## src/rtl/scs8hd_clkdiv_gate.sv

```systemverilog
// Glitch-free programmable clock divider/gate feeding the clkbuf_16 tree root.
// X toggles every DIV+1 cycles; start/stop and divide changes happen only at phase boundaries.
module scs8hd_clkdiv_gate #(
    parameter int unsigned DIV_W   = 4,
    parameter int unsigned DIV_RST = 0
) (
    input  logic             CLK,
    input  logic             RESET,
    input  logic             EN,
    input  logic [DIV_W-1:0] DIV,
    input  logic             DIV_REQ,
    output logic             DIV_ACK,
    output logic             X,
    output logic             ACTIVE
);

    localparam logic [DIV_W-1:0] DIV_INIT = DIV_W'(DIV_RST);

    typedef enum logic [1:0] {
        IDLE = 2'd0,
        RUN  = 2'd1,
        STOP = 2'd2
    } state_t;

    state_t           state_q, state_d;
    logic [DIV_W-1:0] cnt_q, cnt_d;
    logic [DIV_W-1:0] cur_div_q, cur_div_d;
    logic [DIV_W-1:0] pend_div_q, pend_div_d;
    logic             pend_vld_q, pend_vld_d;
    logic             x_d, ack_d, active_d;
    logic             terminal, fall, apply;

    // State and output registers
    always_ff @(posedge CLK) begin
        if (RESET) begin
            state_q    <= IDLE;
            cnt_q      <= '0;
            cur_div_q  <= DIV_INIT;
            pend_div_q <= DIV_INIT;
            pend_vld_q <= 1'b0;
            X          <= 1'b0;
            DIV_ACK    <= 1'b0;
            ACTIVE     <= 1'b0;
        end else begin
            state_q    <= state_d;
            cnt_q      <= cnt_d;
            cur_div_q  <= cur_div_d;
            pend_div_q <= pend_div_d;
            pend_vld_q <= pend_vld_d;
            X          <= x_d;
            DIV_ACK    <= ack_d;
            ACTIVE     <= active_d;
        end
    end

    // Next-state, phase counter and divide-change handshake
    always_comb begin
        state_d    = state_q;
        cnt_d      = cnt_q;
        cur_div_d  = cur_div_q;
        pend_div_d = pend_div_q;
        pend_vld_d = pend_vld_q;
        x_d        = X;
        ack_d      = 1'b0;
        fall       = 1'b0;
        apply      = 1'b0;
        terminal   = (cnt_q == cur_div_q);

        case (state_q)
            IDLE: begin
                x_d   = 1'b0;
                cnt_d = '0;
                if (EN) state_d = RUN;
            end
            RUN: begin
                if (!EN && !X) begin
                    // Truncating the low phase cannot produce a runt pulse
                    state_d = IDLE;
                    cnt_d   = '0;
                end else if (terminal) begin
                    x_d   = ~X;
                    cnt_d = '0;
                    if (X) begin
                        fall = 1'b1;
                        if (!EN) state_d = IDLE;
                    end
                end else begin
                    cnt_d = cnt_q + DIV_W'(1);
                    if (!EN) state_d = STOP;
                end
            end
            STOP: begin
                // High phase always completes; EN is not looked at here
                if (terminal) begin
                    x_d     = 1'b0;
                    cnt_d   = '0;
                    fall    = 1'b1;
                    state_d = IDLE;
                end else begin
                    cnt_d = cnt_q + DIV_W'(1);
                end
            end
            default: begin
                state_d = IDLE;
                x_d     = 1'b0;
                cnt_d   = '0;
            end
        endcase

        apply = pend_vld_q && (fall || (state_q == IDLE));
        if (apply) begin
            cur_div_d  = pend_div_q;
            pend_vld_d = 1'b0;
            ack_d      = 1'b1;
        end
        // A request coinciding with an apply is kept for the next boundary
        if (DIV_REQ) begin
            pend_div_d = DIV;
            pend_vld_d = 1'b1;
        end

        active_d = (state_d != IDLE);
    end

endmodule

```

## config.mk

```make
export PLATFORM = sky130hd
export DESIGN_NAME = scs8hd_clkdiv_gate
export DESIGN_NICKNAME = d
export VERILOG_FILES = /design/src/rtl/scs8hd_clkdiv_gate.sv
export SDC_FILE = /design/constraint.sdc
export NUM_CORES = 1
export LEC_CHECK = 0
export BUFFER_PORTS_ARGS = -buffer_cell sky130_fd_sc_hd__buf_2
export CAP_MARGIN = 20
export CELL_PAD_IN_SITES_DETAIL_PLACEMENT = 1
export CELL_PAD_IN_SITES_GLOBAL_PLACEMENT = 1
export CORE_MARGIN = 2
export CORE_UTILIZATION = 38
export CTS_CLUSTER_DIAMETER = 200
export DETAILED_ROUTE_END_ITERATION = 8
export HOLD_SLACK_MARGIN = 0.05
export PLACE_DENSITY_LB_ADDON = 0.05
export SYNTH_ARGS = -nofsm -noshare
export SYNTH_HDL_FRONTEND = slang
export SYNTH_SLANG_ARGS = --single-unit
```

## constraint.sdc

```tcl
create_clock -name CLK -period 1.43 [get_ports CLK]
set_input_delay 0.143 -clock CLK [delete_from_list [all_inputs] [get_ports CLK]]
set_output_delay 0.143 -clock CLK [all_outputs]
set_load 0.03 [all_outputs]
```

# After elaboration in Yosys (flattened, before gate mapping)
# Index checks and enable logic that the tools add are counted.
dict set report word_totals {
  output_inout_bits 3
  reg_bits 18
  wordCells 48
}
dict set report op_classes {
  add_sub_neg 1
  n_bitwise 1
  reduce_logical 9
  n_eq_ne 6
  n_mux 23
}
# operator n
set ops {}
lappend ops {{$mux W2} 7}
lappend ops {{$mux W1} 10}
lappend ops {{$mux W4} 2}
lappend ops {{$pmux W4 S2} 1}
lappend ops {{$ne A2 B2 Y1 const B} 3}
lappend ops {{$pmux W2 S3} 1}
lappend ops {{$add A4 B1 Y4 const B} 1}
lappend ops {{$eq A4 B4 Y1} 1}
lappend ops {{$pmux W1 S2} 2}
lappend ops {{$reduce_bool A2 Y1} 2}
lappend ops {{$reduce_and A3 Y1} 1}
lappend ops {{$eq A2 B1 Y1 const B} 1}
lappend ops {{$eq A2 B2 Y1 const B} 1}
lappend ops {{$logic_and A1 B1 Y1} 2}
lappend ops {{$logic_not A1 Y1} 2}
lappend ops {{$logic_not A2 Y1} 1}
lappend ops {{$logic_or A1 B1 Y1} 1}
lappend ops {{$not A1 Y1} 1}

# Longest topological paths before layout
# Gate-level depths: netlist (run 1).
dict set report depth {
  word_depth 8
  depth_mapped 6
}

# Worst setup path after synthesis (run 1)
# Ideal clock, no wire load.
dict set report synth_timing {
  path_type {reg-to-reg}
  start {register state_q[1]}
  end {register cur_div_q[0]}
  required_ns 1.358
  setup_time_ns 0.072
  path_stages_with_launch 7
  arrival_time_ns 1.280
  period_less_slack_ns 1.351
  slack_ns 0.079
  path_cell_list {dfxtp_1 -> inv_1 -> ha_1 -> a21o_1 -> nand3_1 -> o21ai_4 -> mux2i_1}
}
dict set report synth_via {
  elab_chain_cells 4
}
# item line_no
set synth_lines {}
lappend synth_lines {{start, declared} 25} ;# state_t state_q, state_d;
lappend synth_lines {{start signal, assigned} 45} ;# state_q <= state_d;
lappend synth_lines {{$eq A2 B2 Y1 or $eq A2 B1 Y1 (tied branches)} 69} ;# case (state_q)
lappend synth_lines {{$pmux W1 S2} 69}
lappend synth_lines {{$logic_or A1 B1 Y1 *} 110} ;# apply = pend_vld_q && (fall || (state_q == IDLE));
lappend synth_lines {{$logic_and A1 B1 Y1 *} 110}
lappend synth_lines {{end signal, assigned} 47} ;# cur_div_q <= cur_div_d;
lappend synth_lines {{end, declared} 27} ;# logic [DIV_W-1:0] cur_div_q, cur_div_d;
# Every way passes the cells marked *; elsewhere a longest branch is shown, timed or not.
# A chain may end at the register's enable or synchronous reset.

# Final worst setup path (run 1)
dict set report layout_timing {
  start {register state_q[0]}
  end {register state_q[1]}
}
dict set report layout_via {
  elab_chain_cells 2
}
# item line_no
set layout_lines {}
lappend layout_lines {{$eq A2 B2 Y1, or another cell as far along} 69}
lappend layout_lines {{$pmux W2 S3 *} 69}
# Marks and branches as above.

==> results of run 1 <==
worst register-to-register path, stage by stage, from the launching register on:
cell,delay (ps)
dfxtp_4,380
buf_4,150
ha_1,240
or3_4,380
o22ai_1,150
path summary, 6_finish.rpt:
path                               startpoint            end  slack [ps]  cells after the start
worst min-delay path                   DIV[1]  pend_div_q[1]          80                      3
worst max-delay path               state_q[0]     state_q[1]          60                      4
worst max register to register     state_q[0]     state_q[1]          60                      4
worst min register to register  pend_div_q[0]   cur_div_q[0]         470                      2
power by group through the flow:
stage / Clock [W] / Sequential (W) / Combinational, W
global route: 0.000288 / 0.000540 / 0.000192
finish: 0.000251 / 0.000536 / 0.000176
floorplan: 0 / 0.000555 / 0.0000934
detailed placement: 0 / 0.000547 / 0.000156
CTS: 0.000267 / 0.000538 / 0.000169
global placement: 0 / 0.000546 / 0.000154
through the flow:
step                utilization, %  TNS [ps]  std cells  instance area (µm²)
finish                        51.7         0        141                 1140
global route                  51.7      -155        141                 1140
CTS                           50.1         0        138                 1110
detailed placement            46.9      -196        135                 1040
global placement              46.9         0        135                 1040
floorplan                        -         0         90                  892
routing by layer:
| layer | routed length [µm] | vias to the layer above | track usage, % |
|---|---|---|---|
| li1 | - | 360 | - |
| met1 | 854 | 345 | 19.3 |
| met2 | 1000 | 5 | 26.5 |
| met3 | 31 | 4 | 2.57 |
| met4 | 35 | 0 | 8.97 |
| met5 | 0 | - | 0 |
cell families (layout without fill, tap and decap cells):
group           Yosys count  count (layout)  share of synthesized area, %
fa+ha+maj                 5               5                          7.01
flops                    18              18                          40.4
mux                       8               8                          8.98
compound gates           18              18                          16.3
xor+xnor                  6               6                          9.26
buf+inv                   8              31                          3.37
simple gates             27              27                          14.7
timing repair:
item,4_1_cts,5_1_grt
setup endpoints to repair,5,7
gates cloned,0,0
gates resized for setup,11,5
pin swaps,2,5
endpoints found under the hold margin,0,0
buffers inserted,0,3
cells in the final DEF (no fill, tap or decap):
cell and n:
dfxtp_1 15, nand2_1 12, buf_4 12, buf_2 10, nor2_1 8, mux2i_1 8, xnor2_2 4, a21oi_1 4
inv_1 3, ha_4 3, clkbuf_4 3, inv_4 2, or3_1 2, o211ai_1 2, ha_1 2, dfxtp_4 2
nand4_4 1, a32oi_1 1, or3_4 1, a21boi_2 1, o22ai_1 1, o21a_1 1, clkinv_1 1, o2111ai_1 1
nand3_1 1, xor2_1 1, a21o_1 1, nand3_2 1, o21ai_4 1, a2111oi_2 1, xnor2_1 1, and2_1 1
a21oi_2 1, o21ai_0 1, a31oi_1 1, o32ai_1 1, dfxtp_2 1
Yosys cell counts (2+ instances only):
cell type	instances	area share, %
nand3_1	2	1.1
nand2_1	12	5.0
ha_1	5	7.0
nor2_1	8	3.4
clkbuf_1	2	0.84
inv_1	5	2.1
xnor2_2	4	7.3
dfxtp_1	18	40
a21oi_1	4	2.2
or3_1	3	2.1
mux2i_1	8	9.0
o211ai_1	2	1.7
layout make-up:
type	instances	area, µm²
Clock buffer	3	22.5
Fill cell	258	1070
Inverter	6	27.5
Multi-Input combinational cell	64	549
Sequential cell	18	369
Tap cell	28	35.0
Timing Repair Buffer	22	140
registers in the layout, summed over array words and instances (netlist names):
name and flops:
cnt_q 4, pend_vld_q 1, DIV_ACK 1, ACTIVE 1, cur_div_q 4, state_q 2
X 1, pend_div_q 4
==> run metrics, run 1 <==
yosys warns 0; vias in the first global route 680; drt first pass iters 2; Avg WL per Cell 13.6 µm; final worst slack 55.7 ps; Clock Skew 0.943 ps; pin slew with the least headroom to its limit 270 ps; CP Buf/Inv Count 1; die width 52.5 µm; Iter 0 DRT Violations 5; drc violations 0; row cnt 17; pwr dens 842 nW/µm²; max incr delay on CP 380 ps; Worst Path Max Fanout 4; Via Count 714; Slowest-stage cell, CP dfxtp_4; post-cts hold buffer count 0; register bit total from synthesis 18; Hold WS 81.6 ps; Clk pin slew, worst setup/hold paths 100 ps; Final min period 1370 ps; LEAKAGE 0.457 nW; diode count 0; Slew Viols, Final 0; # clock sinks 18; Total Routing Usage GR 15.9%; gp weighted congestion 0.727; Nets 128; Rel. slew slack 82.0%; H-tree depth 1; root buf cell clkbuf_4; die height 52.5 µm; final wirelength 1.92 mm; CP arrival 1590 ps; CP endpoint kind flop; register area share after synthesis 40.4%; initial antenna violation count 0; Max-cap violations 0; Hold Path Class input port to flop; total congestion overflow 0; Post-Syn Nets 103; io pins 11; clock share of power 26.1%; share of layout cells above drive strength 1 38.9%; Top Family by Delay on Critical Path flip-flops; Switch Pwr 0.000263 W; top_reg_cell synth dfxtp_1; worst skew pair latency 290 ps; CTS tree yes; f_max 728 MHz; crit-path cells buf_4 > ha_1 > or3_4 > o22ai_1; Peak VDD IR 0.397 mV; Final ANT Viol Nets 0; CP Launch Type flop; maximum clock insertion buffer count 2; kind of critical path flop to flop; post-synth cell types 29; FFs w/ async S/R, synth 0%; Design Power 0.000963 W; pre-CTS WS -68.3 ps; RSZ-0062 raised after global routing true; Synth Cell Area 892 µm²; dpl hpwl 1.35 mm; status finished clean; Critical Path RT 1650 ps; layout overhead on the synthesized area 28.2%; vias per cell 5.06; Comb pwr share 18.2%; final hold viol count 0; maximum number of pins on one net before global-route repair 12; fin crit share 96.1%; Pint 0.000701 W; Core Footprint 2210 µm²; starting density of the core 40.3%; CTS Buf Count 3; number of synthesized flops with an enable pin 0; PortBufs 10; power share of the sequential group 55.7%; first-pass GRT wire length 3.08 mm; full die area 2750 µm²; Final setup viols 0; sw frac 27.3%; Synth Instances 90; Avg Inst Size Synth 9.91 µm²
Note: power is estimated with default switching activity, not from simulation.
==> run 2, diff against run 1 <==
--- a/config.mk
+++ b/config.mk
@@ -7,9 +7,9 @@
 export LEC_CHECK = 0
 export BUFFER_PORTS_ARGS = -buffer_cell sky130_fd_sc_hd__buf_2
 export CAP_MARGIN = 20
-export CELL_PAD_IN_SITES_DETAIL_PLACEMENT = 1
+export CELL_PAD_IN_SITES_DETAIL_PLACEMENT = 0
 export CELL_PAD_IN_SITES_GLOBAL_PLACEMENT = 1
-export CORE_MARGIN = 2
+export CORE_MARGIN = 3
 export CORE_UTILIZATION = 38
 export CTS_CLUSTER_DIAMETER = 200
 export DETAILED_ROUTE_END_ITERATION = 8
==> run 2 against run 1 <==
Net effect:
- clock skew is 2.7 ps higher
- setup slack better by 22 ps
- sequential share of layout area is 0.18 points lower
- maximum frequency is 1.7% higher
- cell count is 1.4% lower
- power is 7.2% higher
- flip-flop and latch count stayed put
- die area is 7.8% higher
- register-to-register slack better by 20 ps
- cell area is 0.55% higher
- sequential power hardly changed
==> run metrics, run 2 (synthesized netlist as in run 1, its figures left out) <==
initial antenna violation count 0 (unchanged); io pins 11 (unchanged); hold endpoint pend_div_q[0] (was pend_div_q[1]); diode count 0 (unchanged); Critical Path RT 1670 ps (was 1650 ps); Via Count 696 (was 714); top flop regs cnt_q: 4 flops, cur_div_q: 4 flops, pend_div_q: 4 flops (unchanged); Peak VDD IR 0.403 mV (was 0.397 mV); RSZ-0062 raised after global routing true (unchanged); post-cts hold buffer count 0 (unchanged); fin crit share 94.5% (was 96.1%); CP arrival 1590 ps (about the same); kind of critical path flop to flop (unchanged); hold depth 3 (unchanged); Worst Path Max Fanout 8 (was 4); row cnt 16 (was 17); commonest non-fill, non-tap cell in the layout dfxtp_1 (unchanged); vias per cell 5.01 (was 5.06); starting density of the core 42.8% (was 40.3%); Worst Hold Launch DIV[0] (was DIV[1]); # clock sinks 18 (unchanged); r2r setup slk 80 ps (was 60 ps); first-pass GRT wire length 2.90 mm (was 3.08 mm); final wirelength 1.79 mm (was 1.92 mm); die height 54.5 µm (was 52.5 µm); maximum number of pins on one net before global-route repair 12 (unchanged); Critical R2R Launch cur_div_q[2] (was state_q[0]); Final Cell Area 1150 µm² (was 1140 µm²); vias in the first global route 652 (was 680); PortBufs 10 (unchanged); Final min period 1350 ps (was 1370 ps); RR Endpoint X (was state_q[1]); Slew Viols, Final 0 (unchanged); worst skew pair latency 300 ps (was 290 ps); FILL cells 185 (was 258); drc violations 0 (unchanged); f_max 740 MHz (was 728 MHz); reg2reg path depth 4 (unchanged); Nets 126 (was 128); Final setup viols 0 (unchanged); LEAKAGE 0.456 nW (was 0.457 nW); Clk pin slew, worst setup/hold paths 100 ps (about the same); root buf cell clkbuf_4 (unchanged); die width 54.5 µm (was 52.5 µm); CTS tree yes (unchanged); pwr dens 898 nW/µm² (was 842 nW/µm²); H-tree depth 1 (unchanged); placed cell areas 1020 µm² (was 1040 µm²); share of layout cells above drive strength 1 39.3% (was 38.9%); pin slew with the least headroom to its limit 372 ps (was 270 ps); final hold viol count 0 (unchanged); Hold Path Class input port to flop (unchanged); Core Footprint 2080 µm² (was 2210 µm²); Design Power 0.00103 W (was 0.000963 W); CP endpoint kind flop (unchanged); dpl hpwl 1.19 mm (was 1.35 mm); Total Routing Usage GR 14.1% (was 15.9%); Iter 0 DRT Violations 21 (was 5); drt first pass iters 4 (was 2); CP Launch Type flop (unchanged); status finished clean (unchanged); layout overhead on the synthesized area 28.9% (was 28.2%); Rel. slew slack 75.2% (was 82.0%); total congestion overflow 0 (unchanged); CTS Buf Count 3 (unchanged); full die area 2960 µm² (was 2750 µm²); Clock Skew 3.63 ps (was 0.943 ps); Avg WL per Cell 12.9 µm (was 13.6 µm); Final ANT Viol Nets 0 (unchanged); gp weighted congestion 0.911 (was 0.727); most frequent cells in the layout dfxtp_1, nand2_1, buf_2 (was dfxtp_1, nand2_1, buf_4); Max-cap violations 0 (unchanged); maximum clock insertion buffer count 2 (unchanged)
[run 2: routing by layer]
metal	share of wire [%]	vias to the layer above	track usage (%)
met1	48	310	18.5
met5	0	-	0
met3	5.9	4	3.54
met2	44	22	20.5
met4	2.0	0	8.71
li1	-	360	-
[run 2: area by class of cell]
class	count	area (µm²)	share of cell area (%)
Timing Repair Buffer	20	129	11.2
Sequential cell	18	369	32.1
Inverter	6	27.5	2.39
Clock buffer	4	36.3	3.16
Tap cell	27	33.8	2.94
Multi-Input combinational cell	64	554	48.2
[run 2: metrics by stage]
step                      worst slack [ps]  hold WS [ps]  instances  util (%)  setup TNS, ps
after detailed placement             -23.7           384        132      49.0          -73.7
after CTS                             13.4          76.6        136      52.6              0
final                                 78.2          74.9        139      55.2              0
after floorplan                       78.8           290         90         -              0
after global routing                 -10.9          75.3        139      55.2          -25.5
after global placement                20.4           377        132      49.0              0
[run 2: worst max-delay path by stage]
| stage | startpoint | endpoint | slack [ps] | cells after the start |
|---|---|---|---|---|
| 6_report | cur_div_q[2] | X | 80 | 4 |
| 5_1_grt | state_q[1] | cur_div_q[3] | -10 | 6 |
| 4_1_cts | state_q[0] | cur_div_q[2] | 10 | 6 |
| 3_5_place_dp | state_q[1] | cur_div_q[2] | -20 | 6 |
| 3_3_place_gp | state_q[0] | ACTIVE | 20 | 6 |
| 2_1_floorplan | state_q[1] | cur_div_q[0] | 80 | 6 |
[run 2: where the power goes]
group,internal [W],switching [W],leakage (nW)
Sequential,0.000520,0.0000185,0.149
Combinational,0.0000855,0.0000937,0.286
Clock,0.000155,0.000160,0.0210
Total,0.000760,0.000272,0.456
[run 2: repair_timing]
item | in CTS | in global routing
resized for setup | 10 | 8
pin swaps | 1 | 4
buffers inserted | 0 | 3
setup endpoints to repair | 5 | 7
[run 2: worst max-delay path, cell delays in order (launching register included)]
cell and delay [ps]:
dfxtp_1 350, xnor2_2 200, nand4_4 200, or3_1 410, a21oi_2 130
